===== src/rtl/core_pkg.sv =====
// Shared definitions for the core sequencer: opcodes, FSM encoding, instruction fields.
// Latency: n/a (types and constants only).
// Backpressure: n/a.
package core_pkg;

    localparam logic [3:0] OP_NOP  = 4'd0;
    localparam logic [3:0] OP_ADD  = 4'd1;
    localparam logic [3:0] OP_SUB  = 4'd2;
    localparam logic [3:0] OP_AND  = 4'd3;
    localparam logic [3:0] OP_OR   = 4'd4;
    localparam logic [3:0] OP_XOR  = 4'd5;
    localparam logic [3:0] OP_LDI  = 4'd6;
    localparam logic [3:0] OP_HALT = 4'd15;

    // Instruction word layout
    localparam int OP_HI  = 15;
    localparam int OP_LO  = 12;
    localparam int RD_HI  = 11;
    localparam int RD_LO  = 9;
    localparam int RSA_HI = 8;
    localparam int RSA_LO = 6;
    localparam int RSB_HI = 5;
    localparam int RSB_LO = 3;
    localparam int IMM9_W = 9;

    typedef enum logic [2:0] {
        S_FETCH  = 3'd0,
        S_DECODE = 3'd1,
        S_EXEC   = 3'd2,
        S_WB     = 3'd3,
        S_HALT   = 3'd4
    } state_t;

    // Opcodes that produce a register file write
    function automatic logic op_writes(input logic [3:0] op);
        return (op >= OP_ADD) && (op <= OP_LDI);
    endfunction

    // Opcodes 7..14 have no meaning; they run as NOP and flag illegal
    function automatic logic op_undefined(input logic [3:0] op);
        return (op > OP_LDI) && (op < OP_HALT);
    endfunction

endpackage


===== src/rtl/core_ctrl_if.sv =====
// Instruction fetch and register file port bundle between the sequencer and its neighbours.
// Latency: n/a (wires only).
// Backpressure: fetch holds imem_req until imem_valid; register file ports have none.
interface core_ctrl_if #(
    parameter int PC_W = 8
);
    logic            imem_req;
    logic [PC_W-1:0] imem_addr;
    logic            imem_valid;
    logic [15:0]     imem_data;
    logic [2:0]      rf_ra;
    logic [2:0]      rf_rb;
    logic [15:0]     rf_rd_a;
    logic [15:0]     rf_rd_b;
    logic [2:0]      rf_wa;
    logic [15:0]     rf_wd;
    logic            rf_we;

    modport master (
        output imem_req, imem_addr, rf_ra, rf_rb, rf_wa, rf_wd, rf_we,
        input  imem_valid, imem_data, rf_rd_a, rf_rd_b
    );

    modport slave (
        input  imem_req, imem_addr, rf_ra, rf_rb, rf_wa, rf_wd, rf_we,
        output imem_valid, imem_data, rf_rd_a, rf_rd_b
    );
endinterface


===== src/rtl/core_alu.sv =====
// Combinational ALU: ADD/SUB/AND/OR/XOR on two operands, LDI sign-extends imm9.
// Latency: 0 cycles (pure combinational).
// Backpressure: none.
module core_alu
    import core_pkg::*;
(
    input  logic [3:0]        op,
    input  logic [15:0]       a,
    input  logic [15:0]       b,
    input  logic [IMM9_W-1:0] imm,
    output logic [15:0]       result
);

    // Select the operation; non-writing opcodes produce zero
    always_comb begin
        result = '0;
        case (op)
            OP_ADD:  result = a + b;
            OP_SUB:  result = a - b;
            OP_AND:  result = a & b;
            OP_OR:   result = a | b;
            OP_XOR:  result = a ^ b;
            OP_LDI:  result = {{(16-IMM9_W){imm[IMM9_W-1]}}, imm};
            default: result = '0;
        endcase
    end

endmodule


===== src/rtl/core_ctrl.sv =====
// Fetch/decode/execute/writeback sequencer driving an 8x16 register file; RETIRE_CNT_EN adds retire_cnt.
// Latency: 4 cycles per writing instruction (3 for NOP/undefined) with zero-wait fetch.
// Backpressure: stalls in FETCH with imem_req held until imem_valid; HALT stops fetching until rst.
module core_ctrl
    import core_pkg::*;
#(
    parameter int              PC_W     = 8,
    parameter logic [PC_W-1:0] RESET_PC = '0
) (
    input  logic        clk,
    input  logic        rst,
    core_ctrl_if.master bus,
    output logic        halted,
    output logic        illegal
`ifdef RETIRE_CNT_EN
    ,
    output logic [15:0] retire_cnt
`endif
);

    state_t          state_q;
    state_t          state_d;
    logic [PC_W-1:0] pc_q;
    logic [15:0]     ir_q;
    logic [15:0]     a_q;
    logic [15:0]     b_q;
    logic [15:0]     res_q;
    logic [15:0]     alu_res;
    logic            illegal_q;
    logic [3:0]      op;

    assign op = ir_q[OP_HI:OP_LO];

    core_alu u_alu (
        .op     (op),
        .a      (a_q),
        .b      (b_q),
        .imm    (ir_q[IMM9_W-1:0]),
        .result (alu_res)
    );

    // Next-state decode; NOP/undefined skip the writeback cycle
    always_comb begin
        state_d = state_q;
        case (state_q)
            S_FETCH:  if (bus.imem_valid) state_d = S_DECODE;
            S_DECODE: state_d = S_EXEC;
            S_EXEC: begin
                if (op == OP_HALT)     state_d = S_HALT;
                else if (op_writes(op)) state_d = S_WB;
                else                    state_d = S_FETCH;
            end
            S_WB:     state_d = S_FETCH;
            S_HALT:   state_d = S_HALT;
            default:  state_d = S_FETCH;
        endcase
    end

    // Outputs come from registered state only; rst masks request and write strobe in its own cycle
    always_comb begin
        bus.imem_req  = (state_q == S_FETCH) && !rst;
        bus.imem_addr = pc_q;
        bus.rf_ra     = ir_q[RSA_HI:RSA_LO];
        bus.rf_rb     = ir_q[RSB_HI:RSB_LO];
        bus.rf_wa     = ir_q[RD_HI:RD_LO];
        bus.rf_wd     = res_q;
        bus.rf_we     = (state_q == S_WB) && !rst;
        halted        = (state_q == S_HALT);
        illegal       = illegal_q;
    end

    // State register plus per-stage datapath captures
    always_ff @(posedge clk) begin
        if (rst) begin
            state_q   <= S_FETCH;
            pc_q      <= RESET_PC;
            ir_q      <= '0;
            a_q       <= '0;
            b_q       <= '0;
            res_q     <= '0;
            illegal_q <= 1'b0;
        end else begin
            state_q <= state_d;
            case (state_q)
                S_FETCH: begin
                    if (bus.imem_valid) begin
                        ir_q <= bus.imem_data;
                        pc_q <= pc_q + PC_W'(1);
                    end
                end
                S_DECODE: begin
                    a_q <= bus.rf_rd_a;
                    b_q <= bus.rf_rd_b;
                end
                S_EXEC: begin
                    res_q <= alu_res;
                    if (op_undefined(op)) illegal_q <= 1'b1;
                end
                default: ;
            endcase
        end
    end

`ifdef RETIRE_CNT_EN
    logic [15:0] retire_q;

    // One count per instruction as it leaves EXEC or WB toward FETCH or HALT
    always_ff @(posedge clk) begin
        if (rst) begin
            retire_q <= '0;
        end else if (((state_q == S_EXEC) && (state_d != S_WB)) || (state_q == S_WB)) begin
            retire_q <= retire_q + 16'd1;
        end
    end

    assign retire_cnt = retire_q;
`endif

endmodule


===== src/flat_wrapper.sv =====
// flat-port wrapper written by rule: the top's interface ports become plain ports
module core_ctrl_flat import core_pkg::*;
#(
    parameter int              PC_W     = 8,
    parameter logic [PC_W-1:0] RESET_PC = '0
)
  (clk, rst, halted, illegal, bus_imem_req, bus_imem_addr, bus_rf_ra, bus_rf_rb, bus_rf_wa, bus_rf_wd, bus_rf_we, bus_imem_valid, bus_imem_data, bus_rf_rd_a, bus_rf_rd_b);
  core_ctrl_if #(.PC_W(PC_W)) bus_i ();
  input  logic clk;
  input  logic rst;
  output logic halted;
  output logic illegal;
  output wire logic [$bits(bus_i.imem_req)-1:0] bus_imem_req;
  output wire logic [$bits(bus_i.imem_addr)-1:0] bus_imem_addr;
  output wire logic [$bits(bus_i.rf_ra)-1:0] bus_rf_ra;
  output wire logic [$bits(bus_i.rf_rb)-1:0] bus_rf_rb;
  output wire logic [$bits(bus_i.rf_wa)-1:0] bus_rf_wa;
  output wire logic [$bits(bus_i.rf_wd)-1:0] bus_rf_wd;
  output wire logic [$bits(bus_i.rf_we)-1:0] bus_rf_we;
  input wire logic [$bits(bus_i.imem_valid)-1:0] bus_imem_valid;
  input wire logic [$bits(bus_i.imem_data)-1:0] bus_imem_data;
  input wire logic [$bits(bus_i.rf_rd_a)-1:0] bus_rf_rd_a;
  input wire logic [$bits(bus_i.rf_rd_b)-1:0] bus_rf_rd_b;
  assign bus_imem_req = bus_i.imem_req;
  assign bus_imem_addr = bus_i.imem_addr;
  assign bus_rf_ra = bus_i.rf_ra;
  assign bus_rf_rb = bus_i.rf_rb;
  assign bus_rf_wa = bus_i.rf_wa;
  assign bus_rf_wd = bus_i.rf_wd;
  assign bus_rf_we = bus_i.rf_we;
  assign bus_i.imem_valid = bus_imem_valid;
  assign bus_i.imem_data = bus_imem_data;
  assign bus_i.rf_rd_a = bus_rf_rd_a;
  assign bus_i.rf_rd_b = bus_rf_rd_b;
  core_ctrl #(.PC_W(PC_W), .RESET_PC(RESET_PC)) u_core (.clk(clk), .rst(rst), .bus(bus_i), .halted(halted), .illegal(illegal));
endmodule

===== config.mk =====
export PLATFORM = sky130hd
export DESIGN_NAME = core_ctrl_flat
export DESIGN_NICKNAME = d
export VERILOG_FILES = /design/src/rtl/core_pkg.sv /design/src/rtl/core_ctrl_if.sv /design/src/rtl/core_alu.sv /design/src/rtl/core_ctrl.sv /design/src/flat_wrapper.sv
export SDC_FILE = /design/constraint.sdc
export NUM_CORES = 1
export LEC_CHECK = 0
export CAP_MARGIN = 20
export CORE_ASPECT_RATIO = 1.75
export CORE_MARGIN = 2
export CORE_UTILIZATION = 55
export DETAILED_ROUTE_END_ITERATION = 10
export PLACE_DENSITY_LB_ADDON = 0.2
export SLEW_MARGIN = 30
export SYNTH_ARGS = -nofsm -noshare
export SYNTH_HDL_FRONTEND = slang
export SYNTH_SLANG_ARGS = --single-unit

===== constraint.sdc =====
create_clock -name clk -period 8.1 [get_ports clk]
set_input_delay 0.81 -clock clk [delete_from_list [all_inputs] [get_ports clk]]
set_output_delay 0.81 -clock clk [all_outputs]
set_load 0.01 [all_outputs]

## After elaboration in Yosys (flattened, before gate mapping)

Index checks and enable logic that the tools add are counted.

- Register bits after elaboration: 76
- Output and inout port bits: 37
- Word-level logic and storage cells: 42

- Order comparisons: 4
- Equality and inequality tests: 12
- Add/sub/neg operators: 3
- Muxes and demuxes: 5
- Bitwise gates (word level): 3
- Reductions and logical operators: 8

Operators with widths:

| cell | number |
|---|---|
| $pmux 16 s6 | 1 |
| $add 16x16->16 | 1 |
| $and 16x16->16 | 1 |
| $or 16x16->16 | 1 |
| $sub 16x16->16 | 1 |
| $xor 16x16->16 | 1 |
| $eq 4x3->1 const B | 3 |
| $pmux 3 s4 | 1 |
| $add 8x1->8 const B | 1 |
| $eq 4x2->1 const B | 2 |
| $eq 3x2->1 const B | 2 |
| $mux 3 | 2 |
| $eq 4x1->1 const B | 1 |
| $eq 4x4->1 const B | 1 |
| $ge 4x1->1 const B | 1 |
| $gt 4x3->1 const B | 1 |
| $le 4x3->1 const B | 1 |
| $logic_and 1x1->1 | 4 |
| $lt 4x4->1 const B | 1 |
| $reduce_and 2->1 | 2 |
| $eq 3x1->1 const B | 1 |
| $eq 3x3->1 const B | 1 |
| $logic_not 3->1 | 1 |
| $mux 2 | 1 |
| 2 further kinds | 2 |

## Depth between registers and ports, before layout

- Depth after elaboration: 5
- Depth in mapped cells: 14
- Mapped depth without buffers: 14

## Hierarchy

A second synthesis with hierarchy kept.

- Cells, all modules: 641
- Area, all modules: 4999.8 um2

By module, submodules not included:

| module | sequential area each (um2) | cells each | area each (um2) | instances |
|---|---|---|---|---|
| core_ctrl | 1521.5 | 364 | 2897.8 | 1 |
| core_alu | 0.0 | 277 | 2102.0 | 1 |

## Worst setup path after synthesis

No wires, ideal clock.

- Kind: register to register
- From: register u_core.b_q[3]
- To: register u_core.res_q[14] (netlist: u_core.bus.rf_wd[14])
- Required time: 7967 ps
- Arrival: 2899 ps
- Slack: 5068 ps
- Stages on the path, launching flop included: 13
- Library setup time: 133 ps
- Cell sequence: dfxtp_1 nor4_1 nand4_1 o31ai_1 xnor2_1 ha_1 clkbuf_1 a21o_1 a21oi_1 or3b_2 o21ai_0 or4b_1 o211ai_1

- Longest elaborated chain between the ends: 2
- Elaborated cells on any way between the ends: 3

RTL lines:

| what | RTL line | source |
|---|---|---|
| from (decl) | core_ctrl.sv:26 | `logic [15:0] b_q;` |
| from (signal assigned) | core_ctrl.sv:93 | `b_q <= bus.rf_rd_b;` |
| $sub 16x16->16 or $add 16x16->16 (tied branches) | core_alu.sv:19, core_alu.sv:18 |  |
| $pmux 16 s6 (*) | core_alu.sv:17 | `case (op)` |
| to (signal assigned) | core_ctrl.sv:96 | `res_q <= alu_res;` |
| to (decl) | core_ctrl.sv:27 | `logic [15:0] res_q;` |

Mark *: on every way between the ends. The rest lies on a longest branch, timed or not.
A chain may end at the register's enable or synchronous reset.

## Final worst setup path

- From: register u_core.ir_q[13]
- To: register u_core.res_q[15] (netlist: u_core.bus.rf_wd[15])

- Longest elaborated chain between the ends: 2
- Elaborated cells on any way between the ends: 7

RTL lines:

| what | RTL line | source |
|---|---|---|
| from (decl) | core_ctrl.sv:24 | `logic [15:0] ir_q;` |
| from (signal assigned) | core_ctrl.sv:87 | `ir_q <= bus.imem_data;` |
| $eq 4x3->1 (tied with other cells) | core_alu.sv:17 |  |
| $pmux 16 s6 (*) | core_alu.sv:17 |  |

Marked as above.

==> impl_metrics.yaml <==
global_route:
  grt_max_degree: 83
  track_usage: 0.2728
  grt_pass1_vias: 4505
  grt_overflow: 0
  grt_pass1_wl_um: 20440
  antenna_found_initial: 0
cts:
  root_buffer: "clkbuf_16"
  clk_pin_slew_ps: 50
  cts_hold_buf: 0
  postCtsSetupBuffers: 0
  cts-buffers-inserted: 9
  cts-htree-levels: 3
  clkLatencyLatePin_ps: 340
  cts_buffer_depth: 2
  cts_resized: 0
  cts_tree: "built"
  cts.sinks: 76
floorplanning:
  die_w_um: 74.82
  core-area_mm2: 0.008615
  die_h_um: 127.9
  die_area_mm2: 0.009572
  ioPinCount: 88
  rows: 45
  start_util: 0.5603
routing:
  totalWireLength_um: 12420
  final_antenna_net_count: 0
  drtIter0Drc: 272
  routedWlPerCell_um: 15.42
  routed_via_density: 5.643
  vias: 4543
  drcViolationCount: 0
  drtPass1Iterations: 5
yosys:
  ys_ff_latch: 76
  syn_area_per_cell_um2: 7.674
  synth_top_area_share: 0.3152
  synth_edf_count: 0
  yosysTopAreaCell: "dfxtp_1"
  yosysMostFrequentCell: "nand2_1"
  syn-instance-count: 629
  ys.flop_type: "dfxtp_1"
  syn_nets: 730
  yosysWarnings: 0
  ys_top_cells_by_count: "nand2_1, a21oi_1, dfxtp_1, ha_1, inv_1"
  async_flop_share: 0
  ys_seq_area_frac: 0.3152
  yosysUniqueCellTypes: 59
  syn_area_mm2: 0.004827
  synthTopCellsByArea: "dfxtp_1, ha_1, nand2_1"
power:
  leakagePower_nw: 2.171
  p_per_area_mw_per_mm2: 179.1
  vdd.ir_drop.worst_uv: 122.3
  power_w: 0.001061
finish:
  fillerInstances: 740
  syn_to_final_growth_pct: 22.71
  drive_above_1_share: 0.04360
  fin_nets: 786
  layout.cells.non_filler: 805
  antenna_cells: 0
  fin_util: 0.6876
placed_design:
  portBuffers: 87
  place_hpwl_um: 9425
  gp_congestion: 0.9476
  placed_cells: 791
timing:
  fin_hold_ws_ps: 454.8
  slew_headroom: 0.4264
  period_needed_ps: 3404
  rsz0062_at_grt: "false"
  hold_viol: 0
  fin_tns_setup_ps: 0
  worst_slew_pin_slew_ps: 860.3
  fin_skew_ps: 4.770
  fin_crit_sh: 0.4202
  fmax_mhz: 293.8
  drv_slew: 0
  finalSetupViolations: 0
run_status:
  outcome: "finished clean"
worst_setup_path:
  path_delay_family: "simple AND/OR/NAND/NOR gates"
  crit_fanout: 10
  cpMostUsedCell: "xnor2_1"
  start_kind: "register"
  slowest_stage: "o31ai_1"
  max_stage_delay_ps: 570
  reg2reg_slack_ps: 4700
  cp.required_ps: 8280
  arrival_ps: 3590
  end_kind: "register"
  path_class: "register to register"
  path_buf_inv: 0
  path_cells: "nor2b_1 > and2_1 > a21oi_1 > xnor2_1 > ha_1 > or3_1 > o31ai_1 > a31oi_1 > xnor2_1 > o22ai_1"
job:
  cap_violations: 0
worst_hold_path:
  hold_class: "register to register"
==> cell usage in the layout, fill, tap and decap left out, types with 7 or more instances in the layout <==
master and n:
clkdlybuf4s50_1 86, nand3_1 7, dfxtp_1 76, clkbuf_16 9, a21oi_1 83, ha_1 49
a22oi_1 7, xnor2_1 24, nor2b_1 7, inv_1 35, nor3_1 8, nand2_1 130
o21ai_0 22, a31oi_1 9, nor2_1 31
==> state kept, by name (all words and copies together) (netlist names) <==
name	flops
u_core.state_q	3
u_core.ir_q	16
u_core.a_q	16
u_core.illegal	1
u_core.b_q	16
u_core.bus.imem_addr	8
u_core.bus.rf_wd	16
==> final cells by class <==
type | instances | area, um^2 | share of cell area
clock buffers | 11 | 242.7 | 0.04098
clock inverters | 3 | 15.01 | 0.002535
inverters | 35 | 131.4 | 0.02218
multi-input cells | 472 | 2970 | 0.5015
flip-flops and latches | 76 | 1521 | 0.2569
well taps | 117 | 146.4 | 0.02471
repair buffers | 91 | 895.9 | 0.1512
==> report_power, final <==
group | internal, W | switching, W
Clock | 0.000210 | 0.000142
Sequential | 0.000391 | 0.0000219
Combinational | 0.000136 | 0.000159
==> worst reg2reg max path, cell delays in order, from the launching register on <==
cell     delay, ps
dfxtp_1        490
nor2b_1        380
and2_1         400
a21oi_1        100
xnor2_1        150
ha_1           240
or3_1          470
o31ai_1        570
a31oi_1        200
xnor2_1        180
o22ai_1         80
==> per-stage QoR <==
step,cell area (um^2),worst slack [ps]
floorplan,4827,5068
global placement,5660,4886
detailed placement,5665,4770
CTS,5923,4759
global route,5923,4438
finish,5923,4696
==> kinds of logic after synthesis <==
family | count (synthesis) | synth area share
AOI/OAI and AO/OA | 166 | 0.2068
and+or+nand+nor | 225 | 0.2172
buffers and inverters | 81 | 0.07232
adders and majority gates | 50 | 0.1312
muxes | 2 | 0.004665
DFF | 76 | 0.3152
xor gates and xnor gates | 29 | 0.05262
==> metal layers <==
metal	part of all wire	up-vias	track usage
li1	-	2276	-
met1	0.42	2109	0.3232
met2	0.51	130	0.4644
met3	0.037	28	0.04638
met4	0.031	0	0.1271
met5	0	-	0
==> path summary, 6_finish.rpt <==
check	to	from	depth (start not counted)
max	u_core.bus.rf_wd[15]	u_core.ir_q[13]	10
min	u_core.bus.rf_wd[3]	u_core.bus.rf_wd[3]	2
max reg2reg	u_core.bus.rf_wd[15]	u_core.ir_q[13]	10
min reg2reg	u_core.bus.rf_wd[3]	u_core.bus.rf_wd[3]	2
Note: power is estimated with default switching activity, not from simulation.
